[config.mk]
export PLATFORM = sky130hd
export DESIGN_NAME = fetch_unit_flat
export DESIGN_NICKNAME = d
export VERILOG_FILES = /design/src/rtl/lapido_pkg.sv /design/src/rtl/fetch_unit_if.sv /design/src/rtl/fetch_pc_reg.sv /design/src/rtl/fetch_unit.sv /design/src/flat_wrapper.sv
export SDC_FILE = /design/constraint.sdc
export NUM_CORES = 1
export LEC_CHECK = 0
export CORE_ASPECT_RATIO = 1.75
export CORE_MARGIN = 3
export CORE_UTILIZATION = 41
export DETAILED_ROUTE_END_ITERATION = 16
export GPL_TIMING_DRIVEN = 0
export PLACE_DENSITY = 0.89
export SYNTH_ARGS = -nofsm -noshare
export SYNTH_HDL_FRONTEND = slang
export SYNTH_HIERARCHICAL = 1
export SYNTH_SLANG_ARGS = --single-unit
[constraint.sdc]
create_clock -name clock -period 2.75 [get_ports clock]
set_clock_uncertainty 0.15 [all_clocks]
set_input_delay 0.55 -clock clock [delete_from_list [all_inputs] [get_ports clock]]
set_output_delay 0.55 -clock clock [all_outputs]
set_load 0.01 [all_outputs]
[src/rtl/lapido_pkg.sv]
`default_nettype none
// ============================================================================
// Module      : lapido_pkg
// Description : Shared Lapido constants: instruction width, PC step, fetch
//               state encoding and the instruction type-field codes that the
//               control unit decodes from bits [31:29].
// Revision    : 1.0 - initial release
// ============================================================================
package lapido_pkg;

  localparam int INSTR_WIDTH    = 32;
  localparam int PC_STEP        = 4;

  // Type field position inside an instruction word
  localparam int TYPE_FIELD_MSB = 31;
  localparam int TYPE_FIELD_LSB = 29;

  // Instruction type-field codes consumed by control
  localparam logic [2:0] TYPE_ALU    = 3'd0;
  localparam logic [2:0] TYPE_ALUI   = 3'd1;
  localparam logic [2:0] TYPE_LOAD   = 3'd2;
  localparam logic [2:0] TYPE_STORE  = 3'd3;
  localparam logic [2:0] TYPE_BRANCH = 3'd4;
  localparam logic [2:0] TYPE_JUMP   = 3'd5;
  localparam logic [2:0] TYPE_SYSTEM = 3'd6;

  typedef enum logic [1:0] {
    IDLE     = 2'd0,
    FETCH    = 2'd1,
    REDIRECT = 2'd2,
    FAULT    = 2'd3
  } fetch_state_e;

  // Extract the type field from an instruction word
  function automatic logic [2:0] instr_type(input logic [INSTR_WIDTH-1:0] instr);
    return instr[TYPE_FIELD_MSB:TYPE_FIELD_LSB];
  endfunction

endpackage
`default_nettype wire

[src/rtl/fetch_unit_if.sv]
`default_nettype none
// ============================================================================
// Module      : fetch_unit_if
// Description : Fetch stage bus: instruction memory request/response plus the
//               instruction hand-off to control, stall and branch redirect.
//               master = fetch unit side, slave = memory/control side.
// Revision    : 1.0 - initial release
// ============================================================================
interface fetch_unit_if
  import lapido_pkg::*;
#(
  parameter int unsigned ADDR_WIDTH = 32
);

  logic                   imemReq;
  logic [ADDR_WIDTH-1:0]  imemAddr;
  logic                   imemReady;
  logic [INSTR_WIDTH-1:0] imemData;
  logic                   stall;
  logic                   branch;
  logic [ADDR_WIDTH-1:0]  branchTarget;
  logic [INSTR_WIDTH-1:0] instruction;
  logic                   instrValid;
  logic [ADDR_WIDTH-1:0]  pcOut;
  logic                   fetchFault;

  modport master (
    output imemReq, imemAddr, instruction, instrValid, pcOut, fetchFault,
    input  imemReady, imemData, stall, branch, branchTarget
  );

  modport slave (
    input  imemReq, imemAddr, instruction, instrValid, pcOut, fetchFault,
    output imemReady, imemData, stall, branch, branchTarget
  );

endinterface
`default_nettype wire

[src/rtl/fetch_pc_reg.sv]
`default_nettype none
// ============================================================================
// Module      : fetch_pc_reg
// Description : Program counter register. Asynchronous reset to RESET_PC,
//               load (redirect) has priority over increment (capture).
//               Increment wraps modulo 2^ADDR_WIDTH.
// Revision    : 1.0 - initial release
// ============================================================================
module fetch_pc_reg
  import lapido_pkg::*;
#(
  parameter int unsigned           ADDR_WIDTH = 32,
  parameter logic [ADDR_WIDTH-1:0] RESET_PC   = '0
) (
  input  wire logic                  clock,
  input  wire logic                  reset,
  input  wire logic                  load,
  input  wire logic [ADDR_WIDTH-1:0] load_value,
  input  wire logic                  incr,
  output logic      [ADDR_WIDTH-1:0] pc
);

  // PC update: redirect wins over sequential advance
  always_ff @(posedge clock or posedge reset) begin
    if (reset) begin
      pc <= RESET_PC;
    end else if (load) begin
      pc <= load_value;
    end else if (incr) begin
      pc <= pc + ADDR_WIDTH'(PC_STEP);
    end
  end

endmodule
`default_nettype wire

[src/rtl/fetch_unit.sv]
`default_nettype none
// ============================================================================
// Module      : fetch_unit
// Description : Lapido instruction fetch stage. Owns the PC, issues word
//               reads, registers the returned instruction for control, and
//               handles branch redirects and downstream stalls.
//               Optional build macro: FETCH_ALIGN_CHECK_EN - a misaligned
//               branch target sends the unit to a terminal FAULT state
//               instead of silently clearing the low address bits.
// Revision    : 1.0 - initial release
// ============================================================================
module fetch_unit
  import lapido_pkg::*;
#(
  parameter int unsigned           ADDR_WIDTH = 32,
  parameter logic [ADDR_WIDTH-1:0] RESET_PC   = '0
) (
  input wire logic      clock,
  input wire logic      reset,
  fetch_unit_if.master  bus
);

  fetch_state_e           state;
  fetch_state_e           state_next;
  logic [ADDR_WIDTH-1:0]  pc;
  logic [ADDR_WIDTH-1:0]  target_word;
  logic                   req;
  logic                   branch_taken;
  logic                   capture;
  logic                   misaligned;
  logic [INSTR_WIDTH-1:0] instr_reg;
  logic                   instr_valid;
  logic [ADDR_WIDTH-1:0]  word_pc;

`ifdef FETCH_ALIGN_CHECK_EN
  assign misaligned     = |bus.branchTarget[1:0];
  assign bus.fetchFault = (state == FAULT);
`else
  assign misaligned     = 1'b0;
  assign bus.fetchFault = 1'b0;
`endif

  // Redirects always land on a word boundary
  assign target_word = bus.branchTarget & ~ADDR_WIDTH'(3);

  // Branch beats a same-cycle memory response, so that word is dropped
  assign capture = req && bus.imemReady && !branch_taken;

  // State register
  always_ff @(posedge clock or posedge reset) begin
    if (reset) begin
      state <= IDLE;
    end else begin
      state <= state_next;
    end
  end

  // Next-state, request and redirect decode
  always_comb begin
    state_next   = state;
    req          = 1'b0;
    branch_taken = 1'b0;
    case (state)
      IDLE: begin
        state_next = FETCH;
      end
      FETCH: begin
        req = !instr_valid || !bus.stall;
        if (bus.branch) begin
          branch_taken = 1'b1;
          state_next   = misaligned ? FAULT : REDIRECT;
        end
      end
      REDIRECT: begin
        state_next = FETCH;
        if (bus.branch) begin
          branch_taken = 1'b1;
          state_next   = misaligned ? FAULT : REDIRECT;
        end
      end
      FAULT: begin
        state_next = FAULT;
      end
      default: begin
        state_next = IDLE;
      end
    endcase
  end

  fetch_pc_reg #(
    .ADDR_WIDTH (ADDR_WIDTH),
    .RESET_PC   (RESET_PC)
  ) u_pc_reg (
    .clock      (clock),
    .reset      (reset),
    .load       (branch_taken),
    .load_value (target_word),
    .incr       (capture),
    .pc         (pc)
  );

  // Instruction holding register: flush on redirect, fill on capture,
  // empty once control consumes the word
  always_ff @(posedge clock or posedge reset) begin
    if (reset) begin
      instr_reg   <= '0;
      instr_valid <= 1'b0;
      word_pc     <= '0;
    end else if (branch_taken) begin
      instr_valid <= 1'b0;
    end else if (capture) begin
      instr_reg   <= bus.imemData;
      word_pc     <= pc;
      instr_valid <= 1'b1;
    end else if (instr_valid && !bus.stall) begin
      instr_valid <= 1'b0;
    end
  end

  assign bus.imemReq     = req;
  assign bus.imemAddr    = pc;
  assign bus.instruction = instr_reg;
  assign bus.instrValid  = instr_valid;
  assign bus.pcOut       = word_pc;

endmodule
`default_nettype wire
[src/flat_wrapper.sv]
// flat-port wrapper written by rule: the top's interface ports become plain ports
module fetch_unit_flat import lapido_pkg::*;
#(
  parameter int unsigned           ADDR_WIDTH = 32,
  parameter logic [ADDR_WIDTH-1:0] RESET_PC   = '0
)
  (clock, reset, bus_imemReq, bus_imemAddr, bus_instruction, bus_instrValid, bus_pcOut, bus_fetchFault, bus_imemReady, bus_imemData, bus_stall, bus_branch, bus_branchTarget);
  fetch_unit_if #(.ADDR_WIDTH(ADDR_WIDTH)) bus_i ();
  input wire logic clock;
  input wire logic reset;
  output wire logic [$bits(bus_i.imemReq)-1:0] bus_imemReq;
  output wire logic [$bits(bus_i.imemAddr)-1:0] bus_imemAddr;
  output wire logic [$bits(bus_i.instruction)-1:0] bus_instruction;
  output wire logic [$bits(bus_i.instrValid)-1:0] bus_instrValid;
  output wire logic [$bits(bus_i.pcOut)-1:0] bus_pcOut;
  output wire logic [$bits(bus_i.fetchFault)-1:0] bus_fetchFault;
  input wire logic [$bits(bus_i.imemReady)-1:0] bus_imemReady;
  input wire logic [$bits(bus_i.imemData)-1:0] bus_imemData;
  input wire logic [$bits(bus_i.stall)-1:0] bus_stall;
  input wire logic [$bits(bus_i.branch)-1:0] bus_branch;
  input wire logic [$bits(bus_i.branchTarget)-1:0] bus_branchTarget;
  assign bus_imemReq = bus_i.imemReq;
  assign bus_imemAddr = bus_i.imemAddr;
  assign bus_instruction = bus_i.instruction;
  assign bus_instrValid = bus_i.instrValid;
  assign bus_pcOut = bus_i.pcOut;
  assign bus_fetchFault = bus_i.fetchFault;
  assign bus_i.imemReady = bus_imemReady;
  assign bus_i.imemData = bus_imemData;
  assign bus_i.stall = bus_stall;
  assign bus_i.branch = bus_branch;
  assign bus_i.branchTarget = bus_branchTarget;
  fetch_unit #(.ADDR_WIDTH(ADDR_WIDTH), .RESET_PC(RESET_PC)) u_core (.clock(clock), .reset(reset), .bus(bus_i));
endmodule
==> results.cfg <==
[run_status]
status = completed

[setup_path]
path_cells = inv_4 > ha_1 > and2_4 > nand3b_4 > buf_12 > inv_6 > and3_1 > buf_4 > nand4_4 > or4_4 > a31oi_1
crit_path_max_fanout = 7
worstSetupStartpoint = u_core/state[1]
crit_required_ns = 2.86
cpLargestDelayFamily = simple AND/OR/NAND/NOR gates
worst_path_largest_cell_delay_ns = 0.54
crit_buf_inv = 4
worstPathArrival_ns = 2.80
startpoint_type = flop
worstSetupPathType = reg2reg
critPathSlowestCell = or4_4
cp-end-kind = flop
r2r-start = u_core/state[1]

[route]
vias = 3726
routed_via_density = 5.41
routed_wl_um = 13500
drt_iter0_drc = 157
drt_pass1_iterations = 4
drc = 0
routedWlPerCell_um = 19.7
drtAntennaViolNets = 0

[logic_synthesis]
synthArstFlopShare_pct = 100
synth_seq_area_share_pct = 53.3
yosys-top-cells-area = dfrtp_1, mux2_4, mux2_2, nand2_1, or4_1
syn-cell-area_um2 = 4640
synthDistinctLibCells = 47
synth_top_area_cell = dfrtp_1
synthCells = 364
yosysWarnings = 6
synth_area_per_cell_um2 = 12.8
synth_most_common_cell = dfrtp_1
synth-main-ff-cell = dfrtp_1
synth-seq-cells = 99
synth-edff-count = 0
synth.top_cells.by_count = dfrtp_1, mux2_4, mux2_2, nand2_1, nand3_1
synth_top_area_share_pct = 53.3

[timing]
setup_violations = 0
fin_crit_sh_pct = 97.9
slew_viol_final = 0
slew_headroom_pct = 51.7
finalWorstSetupSlack_ns = 0.0591
worstMarginPinSlew_ns = 0.724
fmaxAchievable_mhz = 372
hold_viol = 0
fin_crit_ns = 2.69

[final_layout]
multi_input_area_um2 = 2030
finish.utilization_pct = 63.9
area_growth_pct = 49.7
seq_area_um2 = 2480
diodes = 0
fillCellCount = 868
num-nets-final = 628
drive_gt1_share_pct = 23.4

[global_routing]
grt_start_max_net_pins = 44
grt_pass1_wl_um = 21400
antenna_found_initial = 0
grt_pass1_vias = 4075
grt_overflow = 0
grt_util_all_layers_pct = 21.7

[cts]
ctsHtreeMaxLevel = 3
cts_sinks = 99
root_buffer = clkbuf_16
insertion_delay_ns = 0.34
ctsHoldBuffers = 0
cts_tree = yes
cts_buffers = 9
cts.clk_slew.worst_paths_ns = 0.07
clockBufferDepth = 2

[floorplan]
die_area_um2 = 12700
start_util_pct = 42.7
core.rowCount = 50
core_area_um2 = 10900
die_h_um = 147
ios = 168
die_x_um = 86.5

[placement]
pre_cts_slack_ns = -0.591
port-buffer-count = 164
hpwl_um = 9900
gp_congestion = 0.817

[job]
maxCapViolations = 0

[pwr]
pwr_density_cell_nw_per_um2 = 1190
leakage_uw = 0.00305
irDropWorstVdd_mv = 0.604

[worst_hold_path]
hold_class = reg2reg
hp-start = u_core/bus.instruction[30]
timing repair:
item                                    in CTS  in global routing
pin swaps                                    2                  2
buffers inserted                             6                  6
endpoints found under the setup margin      22                 12
cloned                                       0                  1
endpoints found under the hold margin        0                  0
resized for setup                            7                 11
logic make-up after synthesis:
family | after synthesis | share of synthesized area [%]
AND/OR/NAND/NOR | 100 | 12.7
AO/OA/AOI/OAI | 48 | 7.14
adder cells (fa/ha/maj) | 5 | 1.35
XOR/XNOR | 12 | 2.26
buffers and inverters | 32 | 3.88
other | 1 | 0.0807
flip-flops | 99 | 53.3
multiplexers | 67 | 19.3
layout by cell type (no fill, tap or decap), types with 4 or more instances in the layout:
| cell | netlist | final |
|---|---|---|
| and4_1 | 7 | 6 |
| ha_1 | 5 | 4 |
| clkbuf_16 | 0 | 9 |
| dfrtp_1 | 99 | 98 |
| clkdlybuf4s50_1 | 0 | 163 |
| or4_4 | 0 | 4 |
| buf_4 | 4 | 16 |
| inv_6 | 0 | 4 |
| inv_1 | 8 | 4 |
| mux2_4 | 38 | 38 |
| clkbuf_1 | 6 | 6 |
| nand3_1 | 14 | 14 |
| xor2_1 | 9 | 9 |
| a31oi_1 | 9 | 9 |
| or4_1 | 11 | 7 |
| o31ai_1 | 8 | 8 |
| nor2_1 | 12 | 12 |
| buf_6 | 5 | 5 |
| buf_2 | 6 | 6 |
| and3_1 | 4 | 4 |
| mux2_2 | 28 | 28 |
| o21ai_0 | 13 | 13 |
| nand2_1 | 28 | 28 |
| nand4_1 | 10 | 10 |
metrics by stage:
step | hold slack [ns] | power (uW) | setup TNS [ns] | area, um2 | cells
after global placement | 0.338 | 6620 | -59.26 | 6480 | 660
final | 0.357 | 8300 | 0 | 6950 | 689
after CTS | 0.361 | 8300 | 0 | 6870 | 682
after floorplan | 0.400 | 4730 | 0 | 4670 | 366
after detailed placement | 0.342 | 6830 | -12.21 | 6500 | 661
after global routing | 0.370 | 8770 | -0.0107 | 6950 | 689
power by group:
group / switching [uW] / total (uW) / internal, uW
clock network: 564 / 1370 / 810
registers: 670 / 2860 / 2190
logic: 1640 / 4070 / 2420
sequential cells by signal, summed over array words and instances (netlist names):
| name | cells |
|---|---|
| u_core/bus.instrValid | 1 |
| u_core/bus.instruction | 32 |
| u_core/bus.pcOut | 32 |
| u_core/state | 2 |
| u_core/u_pc_reg/pc | 32 |
worst paths after layout:
kind / slack, ns / end / cells past startpoint
worst max-delay path: 0.06 / u_core/u_pc_reg/pc[24] / 11
worst min-delay path: 0.36 / u_core/bus.instruction[30] / 1
worst max register to register: 0.06 / u_core/u_pc_reg/pc[24] / 11
worst min register to register: 0.36 / u_core/bus.instruction[30] / 1
max in group asynchronous: 1.33 / u_core/state[1] / 3
min in group asynchronous: 0.49 / u_core/bus.pcOut[6] / 2
final cells by class:
type | instances | area share [%]
Sequential cell | 99 | 35.6
Multi-Input combinational cell | 235 | 29.2
Timing Repair Buffer | 178 | 25.2
Clock buffer | 10 | 3.29
Tap cell | 130 | 2.34
Buffer | 22 | 2.29
Clock inverter | 6 | 1.37
Inverter | 9 | 0.594
metal layers:
metal | wire length [um] | share of wire, % | up-vias | GRT usage [%]
li1 | - | - | 1705 | -
met3 | 829 | 6.1 | 19 | 4.94
met5 | 0 | 0 | - | 0
met2 | 7660 | 57 | 142 | 39.9
met1 | 4820 | 36 | 1860 | 23.5
met4 | 227 | 1.7 | 0 | 8.03
Power figures use the tool's default switching activity.
